===== src/rtl/mips_mem_pkg.sv =====
// Shared types and constants for the MIPS data-memory access path.
// Imported by the data-memory arbiter and its round-robin picker.
package mips_mem_pkg;

   localparam int DEF_ADDR_W = 10;
   localparam int DEF_DATA_W = 32;
   localparam int NUM_PORTS  = 2;

   typedef enum logic [1:0] {
      IDLE   = 2'd0,
      ACCESS = 2'd1,
      RESP   = 2'd2
   } arb_state_t;

   function automatic logic [NUM_PORTS-1:0] port_onehot(input logic idx);
      logic [NUM_PORTS-1:0] oh;
      oh      = {NUM_PORTS{1'b0}};
      oh[idx] = 1'b1;
      return oh;
   endfunction

endpackage


===== src/rtl/rr_pick2.sv =====
// Two-way round-robin picker: among unmasked requesters, favours the port
// that was not served last; a lone requester always wins.
module rr_pick2
   import mips_mem_pkg::*;
(
   input  logic [NUM_PORTS-1:0] req,
   input  logic [NUM_PORTS-1:0] mask,
   input  logic                 last,
   output logic                 win,
   output logic                 valid
);

   logic [NUM_PORTS-1:0] elig_s;

   // Winner selection over the eligible (unmasked) requesters.
   always_comb begin
      elig_s = req & ~mask;
      valid  = |elig_s;
      case (elig_s)
         2'b01:   win = 1'b0;
         2'b10:   win = 1'b1;
         2'b11:   win = ~last;
         default: win = 1'b0;
      endcase
   end

endmodule


===== src/rtl/dmem_arbiter.sv =====
// Two-port data-memory arbiter (CPU on port 0, DMA/debug on port 1) with
// a registered memory interface and a one-cycle ack per completed access.
module dmem_arbiter
   import mips_mem_pkg::*;
#(
   parameter int ADDR_W = DEF_ADDR_W,
   parameter int DATA_W = DEF_DATA_W
) (
   input  logic                 clock,
   input  logic                 reset,
   input  logic [NUM_PORTS-1:0] req,
   input  logic [NUM_PORTS-1:0] we,
   input  logic [ADDR_W-1:0]    addr0,
   input  logic [ADDR_W-1:0]    addr1,
   input  logic [DATA_W-1:0]    wdata0,
   input  logic [DATA_W-1:0]    wdata1,
   output logic [NUM_PORTS-1:0] ack,
   output logic [DATA_W-1:0]    rdata,
   output logic                 mem_we,
   output logic [ADDR_W-1:0]    mem_addr,
   output logic [DATA_W-1:0]    mem_wd,
   input  logic [DATA_W-1:0]    mem_rd
);

   arb_state_t           state_r;
   logic                 gsel_r;
   logic                 last_r;
   logic [NUM_PORTS-1:0] mask_s;
   logic                 win_s;
   logic                 win_valid_s;
   logic                 win_we_s;
   logic [ADDR_W-1:0]    win_addr_s;
   logic [DATA_W-1:0]    win_wdata_s;

   // The port whose ack is going out may not be picked again straight away.
   always_comb begin
      if (state_r == RESP) begin
         mask_s = port_onehot(gsel_r);
      end else begin
         mask_s = {NUM_PORTS{1'b0}};
      end
   end

   rr_pick2 u_pick (
      .req   (req),
      .mask  (mask_s),
      .last  (last_r),
      .win   (win_s),
      .valid (win_valid_s)
   );

   // Operands of the port about to be granted.
   always_comb begin
      if (win_s) begin
         win_we_s    = we[1];
         win_addr_s  = addr1;
         win_wdata_s = wdata1;
      end else begin
         win_we_s    = we[0];
         win_addr_s  = addr0;
         win_wdata_s = wdata0;
      end
   end

   // Arbitration FSM; memory operands are captured on grant so a requester
   // that misbehaves during ACCESS cannot corrupt the access in flight.
   always_ff @(posedge clock or posedge reset) begin
      if (reset) begin
         state_r  <= IDLE;
         gsel_r   <= 1'b0;
         last_r   <= 1'b1;
         ack      <= {NUM_PORTS{1'b0}};
         rdata    <= {DATA_W{1'b0}};
         mem_we   <= 1'b0;
         mem_addr <= {ADDR_W{1'b0}};
         mem_wd   <= {DATA_W{1'b0}};
      end else begin
         case (state_r)
            IDLE, RESP: begin
               ack <= {NUM_PORTS{1'b0}};
               if (win_valid_s) begin
                  gsel_r   <= win_s;
                  mem_we   <= win_we_s;
                  mem_addr <= win_addr_s;
                  mem_wd   <= win_wdata_s;
                  state_r  <= ACCESS;
               end else begin
                  mem_we  <= 1'b0;
                  state_r <= IDLE;
               end
            end
            ACCESS: begin
               // Read and write share this cycle, so a write returns old data.
               rdata   <= mem_rd;
               last_r  <= gsel_r;
               ack     <= port_onehot(gsel_r);
               mem_we  <= 1'b0;
               state_r <= RESP;
            end
            default: begin
               ack     <= {NUM_PORTS{1'b0}};
               mem_we  <= 1'b0;
               state_r <= IDLE;
            end
         endcase
      end
   end

endmodule


===== config.mk =====
export PLATFORM = sky130hd
export DESIGN_NAME = dmem_arbiter
export DESIGN_NICKNAME = d
export VERILOG_FILES = /design/src/rtl/mips_mem_pkg.sv /design/src/rtl/rr_pick2.sv /design/src/rtl/dmem_arbiter.sv
export SDC_FILE = /design/constraint.sdc
export NUM_CORES = 1
export LEC_CHECK = 0
export BUFFER_PORTS_ARGS = -buffer_cell sky130_fd_sc_hd__buf_2
export CORE_MARGIN = 2
export CORE_UTILIZATION = 44
export DETAILED_ROUTE_END_ITERATION = 10
export PLACE_DENSITY = 0.86
export SLEW_MARGIN = 20
export SYNTH_ARGS = -nofsm -noshare
export SYNTH_HDL_FRONTEND = slang
export SYNTH_SLANG_ARGS = --single-unit

===== constraint.sdc =====
create_clock -name clock -period 2.9 [get_ports clock]
set_input_delay 0.145 -clock clock [delete_from_list [all_inputs] [get_ports clock]]
set_output_delay 0.145 -clock clock [all_outputs]
set_load 0.05 [all_outputs]

==> metrics.yaml <==
gr_overflow_total: 0
worst_min_delay_path_category: "in2reg"
clkLatencyLatePin_ps: 340
synthFlopType: "sky130_fd_sc_hd__dfrtp_1"
gates_resized_cts_repair: 0
synth.lib_cells_used.distinct: 20
finish.net_count: 645
regToRegStartpoint: "state_r[0]$_DFF_PP0_"
total_power_mw: 6.86
ctsHtreeMaxLevel: 3
cpMaxStageDelayCell: "sky130_fd_sc_hd__o211ai_4"
xor_xnor_cell_area_share_of_the_yosys_netlist_pct: 0
synth_simple_gate_area_share_pct: 11.4
syn_inst: 294
cts_max_path_buffers: 2
worst_ep_arrival_time_ps: 2350
cpLargestDelayFamily: "multiplexers"
netlist_top_cells_area: "sky130_fd_sc_hd__dfrtp_1, sky130_fd_sc_hd__mux2_2, sky130_fd_sc_hd__nand2_1"
synth_compound_area_share_pct: 1.79
combinational_family_with_the_most_area_after_synthesis: "multiplexers"
synth.area.mux_share_pct: 27.1
route.vias.total: 3041
row_count: 32
setup_tns_ps: 0
worstPathMaxFanout: 33
max_freq_mhz: 468
vias_per_cell: 4.83
mappedNetlistArea_sq_um: 3570
max_cap_viol_count: 0
drcViolationCount: 0
syn_to_final_growth_pct: 44.4
fin_crit_sh_pct: 73.7
critical_path_buf_inv_count: 1
drt_wl_total_um: 9440
p_leak_nw: 2.70
hpwl_um: 6570
antenna_violations_before_repair: 0
worst_path_most_repeated_cell: "sky130_fd_sc_hd__mux2_2"
yosys.area.top_type: "sky130_fd_sc_hd__dfrtp_1"
num_antenna_cells: 0
cts_tree: "yes"
timing.clock.skew_ps: 7.69
status: "complete, no violations"
layout.filler_cells: 618
power_per_cell_area_nw_per_um2: 1330
cts_sinks: 81
place_congestion: 0.725
grt_pass1_wl_um: 14700
setup_viol_count_final: 0
async_reset_ff_share_pct: 100
postSynthNetCount: 416
timing.critical_path.from_type: "flop"
detailedRoute.firstPassIterationCount: 4
crit_path_cell_trace: "and2b_1, o211ai_4, buf_12, mux2_2, mux2_2"
cts_inserted_buffers: 9
die-area_sq_um: 8850
setup.worst_path.start: "state_r[0]$_DFF_PP0_"
fin_crit_ps: 2140
yosys_register_bits: 81
layout.cells.most_common_list: "sky130_fd_sc_hd__buf_2, sky130_fd_sc_hd__nand2_1, sky130_fd_sc_hd__dfrtp_1, sky130_fd_sc_hd__mux2_2, sky130_fd_sc_hd__dlygate4sd3_1"
synth_sequential_area_ratio_pct: 56.8
detail_route.wl_per_cell_um: 15.0
worst_ep_required_time_ps: 3120
fp.coreArea_sq_um: 7810
final_layout_size_suffix_gt1_share_pct: 56.5
peak_per_stage_delay_on_the_critical_path_ps: 440
global_route.usage.total_pct: 21.8
final_hold_viol_count: 0
relative_slew_slack_pct: 31.9
final_common_cell: "sky130_fd_sc_hd__buf_2"
grt_start_max_net_pins: 50
critical_path.endpoint_type: "flop"
starting_utilization_of_the_core_area_pct: 45.7
min-delay-start: "mem_rd[3]"
grt_setup_unrepaired: "false"
cts_root_buf: "sky130_fd_sc_hd__clkbuf_8"
clk_pin_slew_ps: 80
yosys_warnings: 0
first_global_vias: 3103
synthDominantCellAreaShare_pct: 56.1
ios: 199
synth_enable_flop_cells: 0
postRouteAntennaNets: 0
input_output_buffers: 198
transition_time_of_the_tightest_slew_check_pin_ps: 1020
final_max_slew_viol_count: 0
dieWidth_um: 94.1
dieHeight_um: 94.1
drt_first_iter_violations: 126
syn_area_per_cell_sq_um: 12.1
worst-setup-path-type: "reg2reg"
ir_drop_mv: 0.650
post_synth_fa_ha_maj_area_fraction_pct: 0
## kinds of logic after synthesis
group / count (synthesis)
AND/OR/NAND/NOR: 104
multiplexers: 86
flip-flops: 81
buffers and inverters: 19
AO/OA/AOI/OAI: 4
## cells in the mapped netlist, types with 2 or more instances
master                      n
sky130_fd_sc_hd__mux2i_1    2
sky130_fd_sc_hd__buf_2      4
sky130_fd_sc_hd__dfrtp_1   80
sky130_fd_sc_hd__clkbuf_1   5
sky130_fd_sc_hd__buf_1      2
sky130_fd_sc_hd__mux2_2    76
sky130_fd_sc_hd__mux2_1     8
sky130_fd_sc_hd__nand2b_1   2
sky130_fd_sc_hd__inv_1      4
sky130_fd_sc_hd__nand2_1   97
sky130_fd_sc_hd__buf_6      4
sky130_fd_sc_hd__nor2_1     2
## worst min-delay path, cell delays in order
cell	delay, ps
sky130_fd_sc_hd__buf_2	80
sky130_fd_sc_hd__nand2_1	50
sky130_fd_sc_hd__nand2_1	50
## power by group
part / total (mW) / internal [mW] / switching (mW) / leakage (nW)
clock: 0.877 / 0.504 / 0.374 / 0.106
sequential: 2.01 / 1.70 / 0.305 / 0.971
combinational: 3.98 / 1.13 / 2.85 / 1.63
## final timing paths
path                                           endpoint  slack (ps)  depth (start not counted)
max in group asynchronous         rdata[11]$_DFFE_PP0N_        1950                          4
min in group asynchronous       mem_addr[6]$_DFFE_PP0N_         450                          4
worst min register to register    rdata[13]$_DFFE_PP0N_         470                          2
worst max-delay path             mem_wd[28]$_DFFE_PP0N_         760                          5
worst max register to register   mem_wd[28]$_DFFE_PP0N_         760                          5
worst min-delay path               rdata[3]$_DFFE_PP0N_          10                          3
## layer usage
layer | global-route usage [%] | vias up | routed length [um]
li1 | - | 1431 | -
met1 | 22.8 | 1457 | 3420
met2 | 41.1 | 135 | 5160
met3 | 6.50 | 18 | 699
met4 | 7.73 | 0 | 158
met5 | 0 | - | 0
## per-stage QoR
| stage | instance area, sq um | setup WS, ps | util, % | hold WS [ps] | std cells |
|---|---|---|---|---|---|
| 6_report | 5160 | 762 | 66.0 | 14.0 | 629 |
| 5_1_grt | 5160 | 689 | 66.0 | 1.85 | 629 |
| 4_1_cts | 5150 | 757 | 65.9 | 0.643 | 628 |
| 3_5_place_dp | 4660 | 781 | 59.6 | 262 | 585 |
| 3_3_place_gp | 4660 | 840 | 59.6 | 260 | 585 |
| 2_1_floorplan | 3570 | 677 | - | 250 | 294 |
## registers in the layout, indices dropped and copies added, names as in the netlist
| register | cells |
|---|---|
| mem_we | 1 |
| ack | 2 |
| mem_wd | 32 |
| gsel_r | 1 |
| mem_addr | 10 |
| rdata | 32 |
| state_r | 2 |
| last_r | 1 |
## area by class of cell
cell class | count | area, sq um | area share, %
Sequential cell | 81 | 2030 | 39.3
Multi-Input combinational cell | 194 | 1440 | 27.8
Timing Repair Buffer | 233 | 1340 | 26.0
Clock buffer | 12 | 145 | 2.81
Tap cell | 102 | 128 | 2.48
Clock inverter | 3 | 65.1 | 1.26
Inverter | 4 | 16.3 | 0.315
## timing repair
| action | in CTS | in global routing |
|---|---|---|
| setup buffers | 0 | 0 |
| hold buffers | 28 | 1 |
| hold endpoints to repair | 87 | 1 |
No activity file was read; power rests on OpenSTA's default activity.
